$ cat src/rtl/mmu_pkg.sv
// mmu_pkg: shared MMU types for the TLB write-side engine.
// Holds the TLB entry layout, the update opcode, the engine state
// encoding and the "automatic / all ways" way selector value.
package mmu_pkg;

    typedef struct packed {
        logic        valid;
        logic [19:0] vpn;
        logic [19:0] ppn;
        logic [7:0]  asid;
        logic [3:0]  perm;
    } tlb_entry_t;

    typedef enum logic [1:0] {
        OP_NOP       = 2'd0,
        OP_WRITE     = 2'd1,
        OP_INV_ENTRY = 2'd2,
        OP_INV_ALL   = 2'd3
    } tlb_upd_op_t;

    typedef enum logic [1:0] {
        S_IDLE  = 2'd0,
        S_WRITE = 2'd1,
        S_SWEEP = 2'd2
    } tlb_upd_state_t;

    localparam logic [7:0] AUTO_WAY = 8'hFF;

endpackage

$ cat src/rtl/tlb_update.sv
// tlb_update: write-side engine driving the per-way TLB RAM write ports.
// Ports:
//   clk, rst_n            clock, asynchronous active-low reset
//   cmd_valid/cmd_ready   command handshake (ready only while idle)
//   cmd_op                NOP / WRITE / INV_ENTRY / INV_ALL
//   hold_entry            entry written by WRITE
//   hold_entry_no         target row
//   hold_way              target way, AUTO_WAY = round-robin / all ways
//   lock_map              rows 0..63 protected from INV_ALL
//   wr_en/wr_adr/wr_dat   registered RAM write port
//   done, err             one-cycle completion / error pulses
//   last_way              way used by the most recent WRITE
module tlb_update
    import mmu_pkg::*;
#(
    parameter int TLB_ASSOC   = 4,
    parameter int TLB_ENTRIES = 1024,
    parameter int LOG_ENTRIES = 10
) (
    input  logic                   clk,
    input  logic                   rst_n,
    input  logic                   cmd_valid,
    output logic                   cmd_ready,
    input  tlb_upd_op_t            cmd_op,
    input  tlb_entry_t             hold_entry,
    input  logic [15:0]            hold_entry_no,
    input  logic [7:0]             hold_way,
    input  logic [63:0]            lock_map,
    output logic [TLB_ASSOC-1:0]   wr_en,
    output logic [LOG_ENTRIES-1:0] wr_adr,
    output tlb_entry_t             wr_dat,
    output logic                   done,
    output logic                   err,
    output logic [7:0]             last_way
);

    tlb_upd_state_t         state_q, state_d;
    logic [LOG_ENTRIES:0]   cnt_q, cnt_d, cnt_nxt;
    logic [63:0]            lock_q, lock_d;
    logic [7:0]             rr_q, rr_d, last_way_q, last_way_d, way;
    logic [TLB_ASSOC-1:0]   wr_en_q, wr_en_d;
    logic [LOG_ENTRIES-1:0] wr_adr_q, wr_adr_d;
    tlb_entry_t             wr_dat_q, wr_dat_d;
    logic                   done_q, done_d, err_q, err_d;
    logic                   auto, bad, nxt_locked;

    assign auto       = hold_way == AUTO_WAY;
    assign bad        = int'(hold_entry_no) >= TLB_ENTRIES || (!auto && int'(hold_way) >= TLB_ASSOC);
    assign way        = auto ? rr_q : hold_way;
    assign cnt_nxt    = cnt_q + 1'b1;
    // Only rows below 64 are covered by the lock map.
    assign nxt_locked = int'(cnt_nxt) < 64 && lock_q[cnt_nxt[5:0]];

    always_comb begin
        state_d    = state_q;
        cnt_d      = cnt_q;
        lock_d     = lock_q;
        rr_d       = rr_q;
        last_way_d = last_way_q;
        wr_en_d    = '0;
        wr_adr_d   = wr_adr_q;
        wr_dat_d   = wr_dat_q;
        done_d     = 1'b0;
        err_d      = 1'b0;
        case (state_q)
            S_IDLE: if (cmd_valid) begin
                case (cmd_op)
                    OP_NOP: done_d = 1'b1;
                    OP_INV_ALL: begin
                        state_d  = S_SWEEP;
                        cnt_d    = '0;
                        lock_d   = lock_map;
                        wr_adr_d = '0;
                        wr_dat_d = '0;
                        wr_en_d  = lock_map[0] ? '0 : '1;
                    end
                    default: if (bad) begin
                        done_d = 1'b1;
                        err_d  = 1'b1;
                    end else begin
                        state_d  = S_WRITE;
                        wr_adr_d = hold_entry_no[LOG_ENTRIES-1:0];
                        if (cmd_op == OP_WRITE) begin
                            wr_en_d    = TLB_ASSOC'(1) << way;
                            wr_dat_d   = hold_entry;
                            last_way_d = way;
                            if (auto) rr_d = rr_q == 8'(TLB_ASSOC - 1) ? 8'd0 : rr_q + 8'd1;
                        end else begin
                            wr_en_d  = auto ? '1 : TLB_ASSOC'(1) << hold_way;
                            wr_dat_d = '0;
                        end
                    end
                endcase
            end
            S_WRITE: begin
                state_d = S_IDLE;
                done_d  = 1'b1;
            end
            default: if (cnt_q == (LOG_ENTRIES + 1)'(TLB_ENTRIES - 1)) begin
                state_d = S_IDLE;
                done_d  = 1'b1;
            end else begin
                cnt_d    = cnt_nxt;
                wr_adr_d = cnt_nxt[LOG_ENTRIES-1:0];
                wr_en_d  = nxt_locked ? '0 : '1;
            end
        endcase
    end

    always_ff @(posedge clk or negedge rst_n) begin
        if (!rst_n) begin
            state_q    <= S_IDLE;
            cnt_q      <= '0;
            lock_q     <= '0;
            rr_q       <= '0;
            last_way_q <= '0;
            wr_en_q    <= '0;
            wr_adr_q   <= '0;
            wr_dat_q   <= '0;
            done_q     <= 1'b0;
            err_q      <= 1'b0;
        end else begin
            state_q    <= state_d;
            cnt_q      <= cnt_d;
            lock_q     <= lock_d;
            rr_q       <= rr_d;
            last_way_q <= last_way_d;
            wr_en_q    <= wr_en_d;
            wr_adr_q   <= wr_adr_d;
            wr_dat_q   <= wr_dat_d;
            done_q     <= done_d;
            err_q      <= err_d;
        end
    end

    assign cmd_ready = state_q == S_IDLE;
    assign wr_en     = wr_en_q;
    assign wr_adr    = wr_adr_q;
    assign wr_dat    = wr_dat_q;
    assign done      = done_q;
    assign err       = err_q;
    assign last_way  = last_way_q;

endmodule
$ cat config.mk
export PLATFORM = sky130hd
export DESIGN_NAME = tlb_update
export DESIGN_NICKNAME = d
export VERILOG_FILES = /design/src/rtl/mmu_pkg.sv /design/src/rtl/tlb_update.sv
export SDC_FILE = /design/constraint.sdc
export NUM_CORES = 1
export LEC_CHECK = 0
export CAP_MARGIN = 20
export CORE_MARGIN = 1
export CORE_UTILIZATION = 48
export DETAILED_ROUTE_END_ITERATION = 6
export MAX_ROUTING_LAYER = met4
export PLACE_DENSITY = 0.85
export SYNTH_ARGS = -nofsm -noshare
export SYNTH_HDL_FRONTEND = slang
export SYNTH_SLANG_ARGS = --single-unit
$ cat constraint.sdc
create_clock -name clk -period 3.22 [get_ports clk]
set_input_delay 0.483 -clock clk [delete_from_list [all_inputs] [get_ports clk]]
set_output_delay 0.483 -clock clk [all_outputs]
set_load 0.02 [all_outputs]
=== Word-level counts from Yosys, hierarchy flattened ===
Index checks and enable logic that the tools add are counted.

* Multiplexer cells: 38
* Equal/unequal tests: 12
* Shift-type cells: 2
* Add/subtract/negate cells: 2
* Bitwise operators: 4
* Magnitude comparators: 4
* Reductions and logical operators: 15

{| class="wikitable"
|+ Operator list
! cell !! count
|-
| $mux 53 || 2
|-
| $pmux 53 s2 || 1
|-
| $pmux 10 s2 || 2
|-
| $mux 11 || 3
|-
| $mux 10 || 3
|-
| $mux 4 || 7
|-
| $pmux 11 s2 || 1
|-
| $ge 16x11->1 const B || 1
|-
| $mux 8 || 2
|-
| $pmux 4 s2 || 2
|-
| $shl 1x8->4 const A || 2
|-
| $reduce_and 4->1 || 3
|-
| $add 11x1->11 const B || 1
|-
| $eq 11x10->1 const B || 1
|-
| $lt 11x7->1 const B || 1
|-
| $reduce_and 5->1 || 2
|-
| $add 8x1->8 const B || 1
|-
| $eq 8x2->1 const B || 1
|-
| $eq 8x8->1 const B || 1
|-
| $ge 8x3->1 const B || 1
|-
| $pmux 2 s2 || 2
|-
| $lt 6x7->1 const B || 1
|-
| $mux 1 || 7
|-
| $bmux 1 s6 || 1
|-
| 16 further kinds || 28
|}

* Logic and storage cells: 91
* Bits in registers: 162
* Input port bits: 146
* Output and inout bits: 78

=== Logic depth before layout (Yosys ltp) ===
Gate-level depths: netlist (run 1).

* Depth in word-level cells: 8
* Mapped depth: 11
* Depth with buffers taken out: 7

=== Worst setup path before layout (run 1) ===
No wires, ideal clock.

* Kind: reg2reg
* Start point: reg cnt_q[0]
* End point: reg wr_en_q[0] (netlist: wr_en[0])
* Setup slack: 968 ps
* Data arrival time: 2169 ps
* Data required time: 3137 ps
* Period minus slack after synthesis: 2252 ps
* Stages on the path, launching flop included: 9
* Cells stage by stage: dfrtp_1 -> ha_1 -> buf_2 -> buf_1 -> mux4_2 -> mux2_2 -> o22ai_1 -> nor3_2 -> o22ai_1

* Cells in the longest elaborated chain, start to end: 7
* Elaborated cells on any way between the ends: 9

{| class="wikitable"
|+ RTL lines
! item !! RTL line !! source
|-
| start: declaration || tlb_update.sv:38 || <nowiki>logic [LOG_ENTRIES:0] cnt_q, cnt_d, cnt_nxt;</nowiki>
|-
| start signal: assignment || tlb_update.sv:124 || <nowiki>cnt_q <= cnt_d;</nowiki>
|-
| $add 11x1->11 || tlb_update.sv:50 || <nowiki>assign cnt_nxt = cnt_q + 1'b1;</nowiki>
|-
| $bmux 1 s6 || tlb_update.sv:52 || <nowiki>assign nxt_locked = int'(cnt_nxt) < 64 && lock_q[cnt_nxt[5:0]];</nowiki>
|-
| $mux 1 (implied by the code) || tlb_update.sv:52 ||
|-
| $logic_and 1x1->1 || tlb_update.sv:52 ||
|-
| $mux 4 || tlb_update.sv:105 || <nowiki>wr_en_d = nxt_locked ? '0 : '1;</nowiki>
|-
| $mux 4 * || tlb_update.sv:99 || <nowiki>default: if (cnt_q == (LOG_ENTRIES + 1)'(TLB_ENTRIES - 1)) begin</nowiki>
|-
| $pmux 4 s2 * || tlb_update.sv:65 || <nowiki>case (state_q)</nowiki>
|-
| named net wr_en_d[0] || tlb_update.sv:41 || <nowiki>logic [TLB_ASSOC-1:0] wr_en_q, wr_en_d;</nowiki>
|-
| end signal: assignment || tlb_update.sv:128 || <nowiki>wr_en_q <= wr_en_d;</nowiki>
|-
| end: declaration || tlb_update.sv:41 ||
|}

Mark *: on every way through the listed nets, which the timed path passes. The rest lies on a longest branch. The select of a mux whose other input is x is not followed.
A chain may end at the register's enable or synchronous reset.

=== Worst setup path in the final report (run 1) ===
* Start point: reg state_q[1]
* End point: out cmd_ready

* Cells in the longest elaborated chain, start to end: 1

{| class="wikitable"
|+ RTL lines
! item !! RTL line !! source
|-
| start: declaration || tlb_update.sv:37 || <nowiki>tlb_upd_state_t state_q, state_d;</nowiki>
|-
| start signal: assignment || tlb_update.sv:123 || <nowiki>state_q <= state_d;</nowiki>
|-
| $logic_not 2->1 || tlb_update.sv:136 || <nowiki>assign cmd_ready = state_q == S_IDLE;</nowiki>
|-
| end: declaration || tlb_update.sv:23 || <nowiki>output logic cmd_ready,</nowiki>
|}

No other way between the ends.

==> summary.txt, run 1 <==
Run status
  • Status: finished clean

Power
  • P_leak: about 0.0045 uW
  • Clk pwr share: 0.268
  • Sw frac: 0.308
  • PD cells: roughly 750 nW/um2
  • Int Pwr: around 5600 uW
  • Register share of total power: 0.372
  • Sw Pwr: 2500 uW
  • VDD IR-drop max: between 500 and 600 uV
  • Gate power share: 0.359

Routing
  • DRC: 0
  • Wire length on met2: between 9000 and 10000 um
  • DRT iter0 DRCs: roughly 320
  • Post-DRT Antenna Nets: 0
  • WL final: around 19000 um
  • Drt pass-1 iters: 5
  • Top sig layer: met4
  • Metal-1 WL: approximately 8000 um
  • Vias: 6030
  • Routed len/inst: 17.1 um
  • Routed wl met3: about 1100 um
  • Vias/cell: ~5.3

STA
  • RSZ-0062 raised after global routing: no
  • Fmax: between 0.3 and 0.4 GHz
  • Slew @ Worst Pin: 0.884 ns
  • Tmin final: ~2.8 ns
  • Final period utilization: 0.869
  • Max Clock Skew: ~0.0089 ns
  • Max Slew Vio Count: 0
  • TNS Setup: 0 ns
  • Final setup vio count: 0
  • Final worst slack: between 0.4 and 0.5 ns
  • Fin. Hold Viols: 0
  • Slew headroom: 0.411

Cells and area
  • Share of layout cells above drive strength 1: 0.171
  • N_diodes: 0
  • Area delta synth->final: 39.6%
  • NumNets Final: about 1100

Worst setup path
  • Reg2Reg Depth: 7
  • Crit path kind: reg -> out
  • CP Launch Type: flip-flop
  • CP Buf/Inv Count: 2
  • Crit-path slowest cell: clkdlybuf4s50_1
  • CP top delay family: buffers and inverters
  • WP data required: between 2 and 3 ns
  • Crit Path Max Fanout: 23
  • Crit-path max cell delay: 0.70 ns
  • Critical path depth in cells: 3
  • Chain of cells forming the critical path: or2_2, inv_2, clkdlybuf4s50_1
  • Crit path DAT: ~2.3 ns
  • CP Capture Type: output pin

Placement
  • Port Buf Inserts: ~220
  • GP Congestion: roughly 0.87
  • Post-DP HPWL: approximately 14000 um
  • Worst slack, placed: between 0.2 and 0.3 ns

Die
  • Rows: 46
  • Die area: 16600 um2
  • Initial core utilization: 0.490
  • Die H: 129 um
  • Core area: roughly 16000 um2
  • Io pins: between 200 and 250
  • Die W: 129 um

Synth
  • Synth top area cells: dfrtp_1 (52%), mux2_2 (10%), nand2_1 (6.8%)
  • Area leader, netlist: dfrtp_1
  • Most used DFF post-synth: dfrtp_1
  • EDFF count, synth: 0
  • Synth top area share: 0.525
  • Register area share after synthesis: 0.525
  • Top post-synthesis cells by count: dfrtp_1 (162), nand2_1 (139), o21ai_0 (83)
  • Cell Area, Synth: 7730 um2
  • Synth Warn #: 0
  • Yosys reg bits: roughly 160
  • Gate Count Post-Synth: between 600 and 700
  • Count of cell types in the netlist: 61
  • Net Count, Synth: 850
  • Count leader, synth: dfrtp_1
  • Post-synth ARST share: 1.00
  • Avg Cell Area, Syn: about 11 um2

Clock network
  • # resized after CTS: 0
  • H-Tree Depth: 4
  • Root buf cell: clkbuf_16
  • Cts bufs inserted: 17
  • Worst-skew pair later-pin latency: between 0.4 and 0.5 ns
  • CTS clock-pin slew for the worst setup and hold paths: 0.06 ns
  • Max Root-Sink Buffers: 2
  • CTS Hold Buffers Added: 0
  • Clock sink count: about 160
  • Post-CTS Setup Repair Bufs: 0
  • CTS tree: done

GRT
  • Vias in the first global route: roughly 6000
  • Largest net degree at the start of global routing: between 100 and 150
  • Gr usage total: 0.251
  • First-pass GRT wire length: between 30000 and 40000 um
  • Initial antenna violation count: 0
  • Grt total ovfl: 0

Min path
  • HP Class: in -> async

Run
  • Max-Cap Viols: 0
-- area by class of cell --
| cell class | instances | area, um2 |
|---|---|---|
| sequential | 162 | 4050 |
| clock inverter | 11 | 175 |
| timing repair buffer | 232 | 2350 |
| multi-input combinational | 483 | 3440 |
| tap | 216 | 270 |
| clock buffer | 20 | 467 |
| inverter | 8 | 30.0 |
| fill | 1149 | 4990 |
-- registers in the layout (all words and copies together), names as in the netlist --
register / count
lock_q: 64
wr_dat: 53
cnt_q: 11
wr_adr: 10
last_way: 8
rr_q: 8
wr_en: 4
state_q: 2
done: 1
err: 1
-- final timing paths --
| path | startpoint | endpoint | slack [ns] |
|---|---|---|---|
| worst min register to register | wr_dat[22] | wr_dat[22] | 0.48 |
| worst max register to register | cnt_q[1] | cnt_q[2] | 0.48 |
| min in group clk | wr_dat[22] | wr_dat[22] | 0.48 |
| max in group asynchronous | rst_n | rr_q[5] | 2.34 |
| worst max-delay path | state_q[1] | cmd_ready | 0.42 |
| worst min-delay path | rst_n | wr_dat[32] | 0.10 |
-- per-layer routing --
metal / up-vias / track usage
li1: 2872 / -
met1: 2916 / 0.304
met2: 197 / 0.395
met3: 45 / 0.0707
met4: 0 / 0.103
met5: - / -
-- stage by stage --
step                      power [uW]  cell area, um2   util  instances  hold slack [ns]
after detailed placement        5960           10100  0.643       1101            0.467
after global routing            8560           10800  0.684       1132            0.138
after global placement          5840           10100  0.643       1101            0.458
after CTS                       8180           10800  0.684       1132            0.118
after floorplan                 4880            7730      -        699            0.187
final                           8120           10800  0.684       1132            0.101
-- power by group through the flow --
| stage | registers, uW | clock network (uW) | logic [uW] |
|---|---|---|---|
| 3_5_place_dp | 3040 | 0 | 2920 |
| 2_1_floorplan | 3140 | 0 | 1740 |
| 6_report | 3020 | 2180 | 2910 |
| 5_1_grt | 3110 | 2300 | 3150 |
| 4_1_cts | 3020 | 2210 | 2950 |
| 3_3_place_gp | 3000 | 0 | 2840 |
-- kinds of logic (layout without fill, tap and decap cells) --
logic type	Yosys count	count (layout)	synth area share
AO/OA/AOI/OAI	144	144	0.111
XOR/XNOR	13	13	0.0157
adder cells (fa/ha/maj)	5	5	0.00810
buffers and inverters	54	271	0.0330
flip-flops	162	162	0.525
multiplexers	100	100	0.173
AND/OR/NAND/NOR	221	221	0.134
-- layout by cell type, fill, tap and decap left out, types with 5 or more instances in the layout --
| master | Yosys | routed |
|---|---|---|
| a21oi_1 | 12 | 12 |
| and3_1 | 6 | 5 |
| buf_4 | 2 | 5 |
| clkbuf_16 | 0 | 17 |
| clkdlybuf4s50_1 | 0 | 222 |
| dfrtp_1 | 162 | 162 |
| ha_1 | 5 | 5 |
| inv_1 | 7 | 7 |
| mux2_2 | 69 | 69 |
| mux2_4 | 10 | 10 |
| mux2i_1 | 5 | 5 |
| mux4_2 | 16 | 16 |
| nand2_1 | 139 | 139 |
| nand3_1 | 12 | 12 |
| nand3b_1 | 10 | 10 |
| nand4_1 | 7 | 7 |
| nor2_1 | 15 | 15 |
| o21ai_0 | 83 | 83 |
| o21ai_1 | 10 | 9 |
| o22ai_1 | 7 | 7 |
| o31ai_1 | 6 | 6 |
| xnor2_1 | 9 | 9 |
Power figures use the tool's default switching activity.
==> run 2: changes to the inputs <==
--- a/config.mk
+++ b/config.mk
@@ -6,8 +6,9 @@
 export NUM_CORES = 1
 export LEC_CHECK = 0
 export CAP_MARGIN = 20
-export CORE_MARGIN = 1
+export CORE_MARGIN = 4
 export CORE_UTILIZATION = 48
+export CTS_CLUSTER_DIAMETER = 60
 export DETAILED_ROUTE_END_ITERATION = 6
 export MAX_ROUTING_LAYER = met4
 export PLACE_DENSITY = 0.85
==> summary.txt, run 2 (synthesis gave the netlist of run 1 again) <==
Routing
  • Post-DRT Antenna Nets: 0 (unchanged)
  • Drt pass-1 iters: 5 (unchanged)
  • Vias: 6002 (-0.46%)
  • WL final: 19400 um (+0.13%)
  • DRC: 0 (unchanged)
  • DRT iter0 DRCs: 407 (+28%)
  • Vias/cell: 5.29 (-0.73%)
  • Routed len/inst: 17.1 um (-0.14%)

STA
  • Fmax: 0.361 GHz (+1.0%)
  • Slew headroom: 0.436 (+0.0248)
  • Final setup vio count: 0 (unchanged)
  • Final period utilization: 0.860 (-0.00874)
  • Max Slew Vio Count: 0 (unchanged)
  • Max Clock Skew: 0.00583 ns (-0.00307 ns)
  • RSZ-0062 raised after global routing: no
  • TNS Setup: 0 ns (unchanged)
  • Fin. Hold Viols: 0 (unchanged)
  • Tmin final: 2.77 ns (-0.0281 ns)
  • Hold Slack: 0.0696 ns (-0.0313 ns)
  • Slew @ Worst Pin: 0.847 ns (-0.0372 ns)

GRT
  • Gr usage total: 0.219 (-0.0320)
  • Vias in the first global route: 5905 (-2.1%)
  • First-pass GRT wire length: 30600 um (-0.92%)
  • Largest net degree at the start of global routing: 107 (unchanged)
  • Grt total ovfl: 0 (unchanged)
  • Initial antenna violation count: 0 (unchanged)

Cells and area
  • Largest register FFs: 64 (unchanged)
  • N_diodes: 0 (unchanged)
  • NumNets Final: 1057 (+0.19%)
  • Commonest non-fill, non-tap cell in the layout: clkdlybuf4s50_1
  • Layout fillers: 1172 (+2.0%)
  • Reg with most FFs: lock_q
  • Share of layout cells above drive strength 1: 0.172 (+0.000529)
  • Area delta synth->final: 39.1%
  • Commonest cells after routing, fill and taps aside: clkdlybuf4s50_1 (222), dfrtp_1 (162), nand2_1 (139)

Power
  • P_leak: 0.00445 uW (-0.29%)
  • Sw Pwr: 2420 uW (-3.3%)
  • Clk pwr share: 0.251 (-0.017)
  • Int Pwr: 5440 uW (-3.2%)
  • Register share of total power: 0.381 (+0.009)
  • Sw frac: 0.308 (about the same)
  • PD cells: 731 nW/um2 (-2.9%)
  • VDD IR-drop max: 452 uV (-9.8%)
  • Gate power share: 0.367 (+0.008)

Worst setup path
  • CP Launch Type: flip-flop
  • WP data required: 2.74 ns (about the same)
  • Crit path kind: reg -> out
  • Crit Path Max Fanout: 23 (unchanged)
  • Crit path DAT: 2.29 ns (-0.03 ns)
  • CP Capture Type: output pin

Run
  • Max-Cap Viols: 0 (unchanged)

Clock network
  • H-Tree Depth: 4 (unchanged)
  • CTS clock-pin slew for the worst setup and hold paths: 0.06 ns (about the same)
  • Max Root-Sink Buffers: 2 (unchanged)
  • Root buf cell: clkbuf_16
  • # resized after CTS: 0 (unchanged)
  • Worst-skew pair later-pin latency: 0.41 ns (-0.02 ns)
  • Cts bufs inserted: 17 (unchanged)
  • CTS tree: done
  • Post-CTS Setup Repair Bufs: 0 (unchanged)
  • CTS Hold Buffers Added: 0 (unchanged)
  • Clock sink count: 162 (unchanged)

Die
  • Die H: 135 um (+4.7%)
  • Die area: 18200 um2 (+9.5%)
  • Initial core utilization: 0.488 (-0.00178)
  • Io pins: 224 (unchanged)
  • Rows: 46 (unchanged)
  • Core area: 15800 um2 (+0.37%)
  • Die W: 135 um (+4.7%)

Placement
  • Port Buf Inserts: 223 (unchanged)
  • GP Congestion: 0.926 (+5.9%)
  • Post-DP HPWL: 14300 um (+4.1%)

Run status
  • Status: finished clean

Min path
  • HP Class: in -> async
## run 2: cell count changes in the layout (fill, tap and decap cells not counted)
| cell | before | now |
|---|---|---|
| inv_6 | 2 | 0 |
| buf_4 | 5 | 7 |
| clkinv_2 | 1 | 2 |
| clkbuf_1 | 0 | 2 |
| bufinv_16 | 4 | 1 |
| clkbuf_8 | 3 | 6 |
## run 2: power by group through the flow
stage,clock (uW),sequential [uW],combinational [uW]
after CTS,2010,3000,2930
final,1970,2990,2890
after global placement,0,3000,2850
after floorplan,0,3140,1740
after global routing,2100,3080,3120
after detailed placement,0,3030,2910
## run 2: layer usage
| metal | vias up | global-route usage | part of all wire |
|---|---|---|---|
| met5 | - | - | 0 |
| met4 | 0 | 0.0605 | 0.015 |
| met3 | 24 | 0.0499 | 0.053 |
| met2 | 199 | 0.348 | 0.51 |
| met1 | 2896 | 0.286 | 0.42 |
| li1 | 2883 | - | - |
## run 2: path summary, 6_finish.rpt
check | from | end | slack [ns] | cells after the start
max in group asynchronous | rst_n | wr_dat[49] | 2.38 | 2
min reg2reg | state_q[0] | state_q[0] | 0.48 | 2
min in group clk | state_q[0] | state_q[0] | 0.48 | 2
max | state_q[1] | cmd_ready | 0.45 | 3
min | rst_n | wr_dat[29] | 0.07 | 1
max reg2reg | cnt_q[1] | cnt_q[6] | 0.58 | 7
## run 2: worst max-delay path: stages (launching register included)
cell and delay [ns]:
dfrtp_1 0.48, or2_2 0.38, inv_2 0.31, clkdlybuf4s50_1 0.69
## run 2: cell type report
type | count | area (um2) | area share
Clock buffer | 25 | 515 | 0.0480
Clock inverter | 7 | 72.6 | 0.00675
Inverter | 8 | 30.0 | 0.00279
Multi-Input combinational cell | 483 | 3440 | 0.320
Sequential cell | 162 | 4050 | 0.377
Tap cell | 216 | 270 | 0.0252
Timing Repair Buffer | 234 | 2370 | 0.220
## run 2: per-stage QoR
step | power, uW | area, um2 | util | cells | setup slack (ns)
3_3_place_gp | 5850 | 10200 | 0.642 | 1103 | 0.380
2_1_floorplan | 4880 | 7730 | - | 699 | 0.968
4_1_cts | 7930 | 10700 | 0.679 | 1135 | 0.432
5_1_grt | 8300 | 10700 | 0.679 | 1135 | 0.337
6_report | 7850 | 10700 | 0.679 | 1135 | 0.449
3_5_place_dp | 5940 | 10200 | 0.642 | 1103 | 0.301
==> run 3: changes to the inputs <==
--- a/config.mk
+++ b/config.mk
@@ -7,11 +7,11 @@
 export LEC_CHECK = 0
 export CAP_MARGIN = 20
 export CORE_MARGIN = 4
-export CORE_UTILIZATION = 48
+export CORE_UTILIZATION = 30
 export CTS_CLUSTER_DIAMETER = 60
 export DETAILED_ROUTE_END_ITERATION = 6
 export MAX_ROUTING_LAYER = met4
-export PLACE_DENSITY = 0.85
+export PLACE_DENSITY = 0.62
 export SYNTH_ARGS = -nofsm -noshare
 export SYNTH_HDL_FRONTEND = slang
 export SYNTH_SLANG_ARGS = --single-unit
==> summary.txt, run 3 (synthesis gave the netlist of run 1 again) <==
Power
  • Sw Pwr: 2560 uW (+5.8%)
  • Clk pwr share: 0.254 (+0.003)
  • Register share of total power: 0.375 (-0.006)
  • PD cells: 731 nW/um2 (about the same)
  • Sw frac: 0.321 (+0.0133)
  • Gate power share: 0.371 (+0.004)
  • VDD IR-drop max: 375 uV (-17%)
  • P_leak: 0.00446 uW (+0.25%)
  • Int Pwr: 5410 uW (-0.52%)

Worst setup path
  • Crit-path max cell delay: 0.63 ns (-0.06 ns)
  • Crit path DAT: 2.27 ns (-0.02 ns)
  • CP top delay family: buffers and inverters
  • Crit-path slowest cell: clkdlybuf4s50_1
  • Chain of cells forming the critical path: or2_2, inv_2, buf_4, clkdlybuf4s50_1
  • Worst setup path startpoint: state_q[1]
  • Crit Path Max Fanout: 17 (-26%)
  • WP data required: 2.74 ns (about the same)
  • CP Capture Type: output pin
  • CP Launch Type: flip-flop
  • Worst reg2reg path startpoint: cnt_q[1]
  • CP Buf/Inv Count: 3 (+1)
  • Crit path kind: reg -> out

Routing
  • Drt pass-1 iters: 4 (-1)
  • DRT iter0 DRCs: 254 (-38%)
  • Vias: 5917 (-1.4%)
  • WL final: 20000 um (+2.7%)
  • Vias/cell: 4.73 (-11%)
  • DRC: 0 (unchanged)
  • Routed len/inst: 16.0 um (-6.8%)
  • Post-DRT Antenna Nets: 0 (unchanged)

Placement
  • Post-DP HPWL: 14700 um (+2.9%)
  • GP Congestion: 0.876 (-5.4%)
  • Port Buf Inserts: 223 (unchanged)
  • Placed Cells: 1219 (+11%)
  • Post-Place Cell Area: 10300 um2 (+1.6%)

Cells and area
  • Commonest cells after routing, fill and taps aside: clkdlybuf4s50_1 (222), dfrtp_1 (162), nand2_1 (139)
  • Largest register FFs: 64 (unchanged)
  • Storage cell area: 4050 um2 (unchanged)
  • Cell area after layout: 10900 um2 (+1.5%)
  • NumNets Final: 1059 (+0.19%)
  • Reg with most FFs: lock_q
  • Area of the multi-input gates: 3440 um2 (unchanged)
  • Non-Filler Instances: 1251 (+10%)
  • Layout fillers: 2442 (+110%)
  • Share of layout cells above drive strength 1: 0.176 (+0.00397)
  • Area delta synth->final: 41.1%
  • Commonest non-fill, non-tap cell in the layout: clkdlybuf4s50_1
  • N_diodes: 0 (unchanged)

STA
  • Final setup vio count: 0 (unchanged)
  • Fmax: 0.363 GHz (+0.57%)
  • Final period utilization: 0.856 (-0.00485)
  • Max Slew Vio Count: 0 (unchanged)
  • Slew headroom: 0.375 (-0.0603)
  • Slew @ Worst Pin: 0.937 ns (+0.0905 ns)
  • Max Clock Skew: 0.0102 ns (+0.00435 ns)
  • TNS Setup: 0 ns (unchanged)
  • Fin. Hold Viols: 0 (unchanged)
  • Tmin final: 2.76 ns (-0.0156 ns)
  • RSZ-0062 raised after global routing: no

Clock network
  • Post-CTS Setup Repair Bufs: 0 (unchanged)
  • CTS tree: done
  • Cts bufs inserted: 17 (unchanged)
  • H-Tree Depth: 4 (unchanged)
  • Root buf cell: clkbuf_16
  • CTS Hold Buffers Added: 0 (unchanged)
  • CTS clock-pin slew for the worst setup and hold paths: 0.07 ns (about the same)
  • Clock sink count: 162 (unchanged)
  • Worst-skew pair later-pin latency: 0.42 ns (about the same)
  • # resized after CTS: 0 (unchanged)
  • Max Root-Sink Buffers: 2 (unchanged)

Run
  • Max-Cap Viols: 0 (unchanged)

GRT
  • Vias in the first global route: 6060 (+2.6%)
  • Initial antenna violation count: 0 (unchanged)
  • Grt total ovfl: 0 (unchanged)
  • Gr usage total: 0.146 (-0.0728)
  • First-pass GRT wire length: 32100 um (+5.0%)
  • Largest net degree at the start of global routing: 74 (-31%)

Run status
  • Status: finished clean

Die
  • Core area: 25300 um2 (+60%)
  • Die W: 168 um (+25%)
  • Io pins: 224 (unchanged)
  • Initial core utilization: 0.306 (-0.182)
  • Rows: 58 (+26%)
  • Die area: 28400 um2 (+56%)
  • Die H: 168 um (+25%)

Min path
  • HP Class: in -> async
==> run 3: worst paths after layout <==
path / to / slack, ns / cells past startpoint
max: cmd_ready / 0.46 / 4
min: lock_q[34] / 0.07 / 1
max reg2reg: cnt_q[6] / 0.48 / 7
min reg2reg: wr_dat[45] / 0.48 / 2
max in group asynchronous: cnt_q[6] / 2.34 / 2
min in group clk: wr_dat[45] / 0.48 / 2
==> run 3: per-stage QoR <==
stage                     setup WS [ns]  power [uW]  utilization  hold WS (ns)
after CTS                         0.427        8090        0.432        0.0883
after global placement            0.382        5960        0.408         0.457
final                             0.465        7960        0.432        0.0664
after floorplan                   0.968        4880            -         0.187
after global routing              0.143        8470        0.432         0.113
after detailed placement          0.316        6020        0.408         0.466
==> run 3: metal layers <==
layer  share of wire  GRT usage  vias to the layer above
li1                -          -                     2884
met1            0.44      0.181                     2877
met2            0.50      0.240                      151
met3           0.054     0.0390                        5
met4          0.0059     0.0349                        0
met5               0          -                        -
==> run 3: area by class of cell <==
type / instances / share of cell area
multi-input cells: 483 / 0.315
repair buffers: 236 / 0.218
clock inverters: 12 / 0.0110
flip-flops and latches: 162 / 0.372
well taps: 330 / 0.0379
inverters: 8 / 0.00275
clock buffers: 20 / 0.0428
==> run 3: power by group through the flow <==
| stage | sequential, uW | clock, uW | combinational (uW) |
|---|---|---|---|
| 2_1_floorplan | 3140 | 0 | 1740 |
| 3_3_place_gp | 3010 | 0 | 2960 |
| 3_5_place_dp | 3030 | 0 | 2990 |
| 4_1_cts | 3000 | 2090 | 3010 |
| 5_1_grt | 3080 | 2180 | 3210 |
| 6_report | 2990 | 2020 | 2950 |
==> run 3: worst register-to-register path, cell delays in order (launching register included) <==
cell and delay, ns:
dfrtp_1 0.41, ha_1 0.27, and3_2 0.27, nand4_4 0.16, o31a_1 0.46, o22ai_1 0.77, o21ai_0 0.20, o21ai_0 0.11
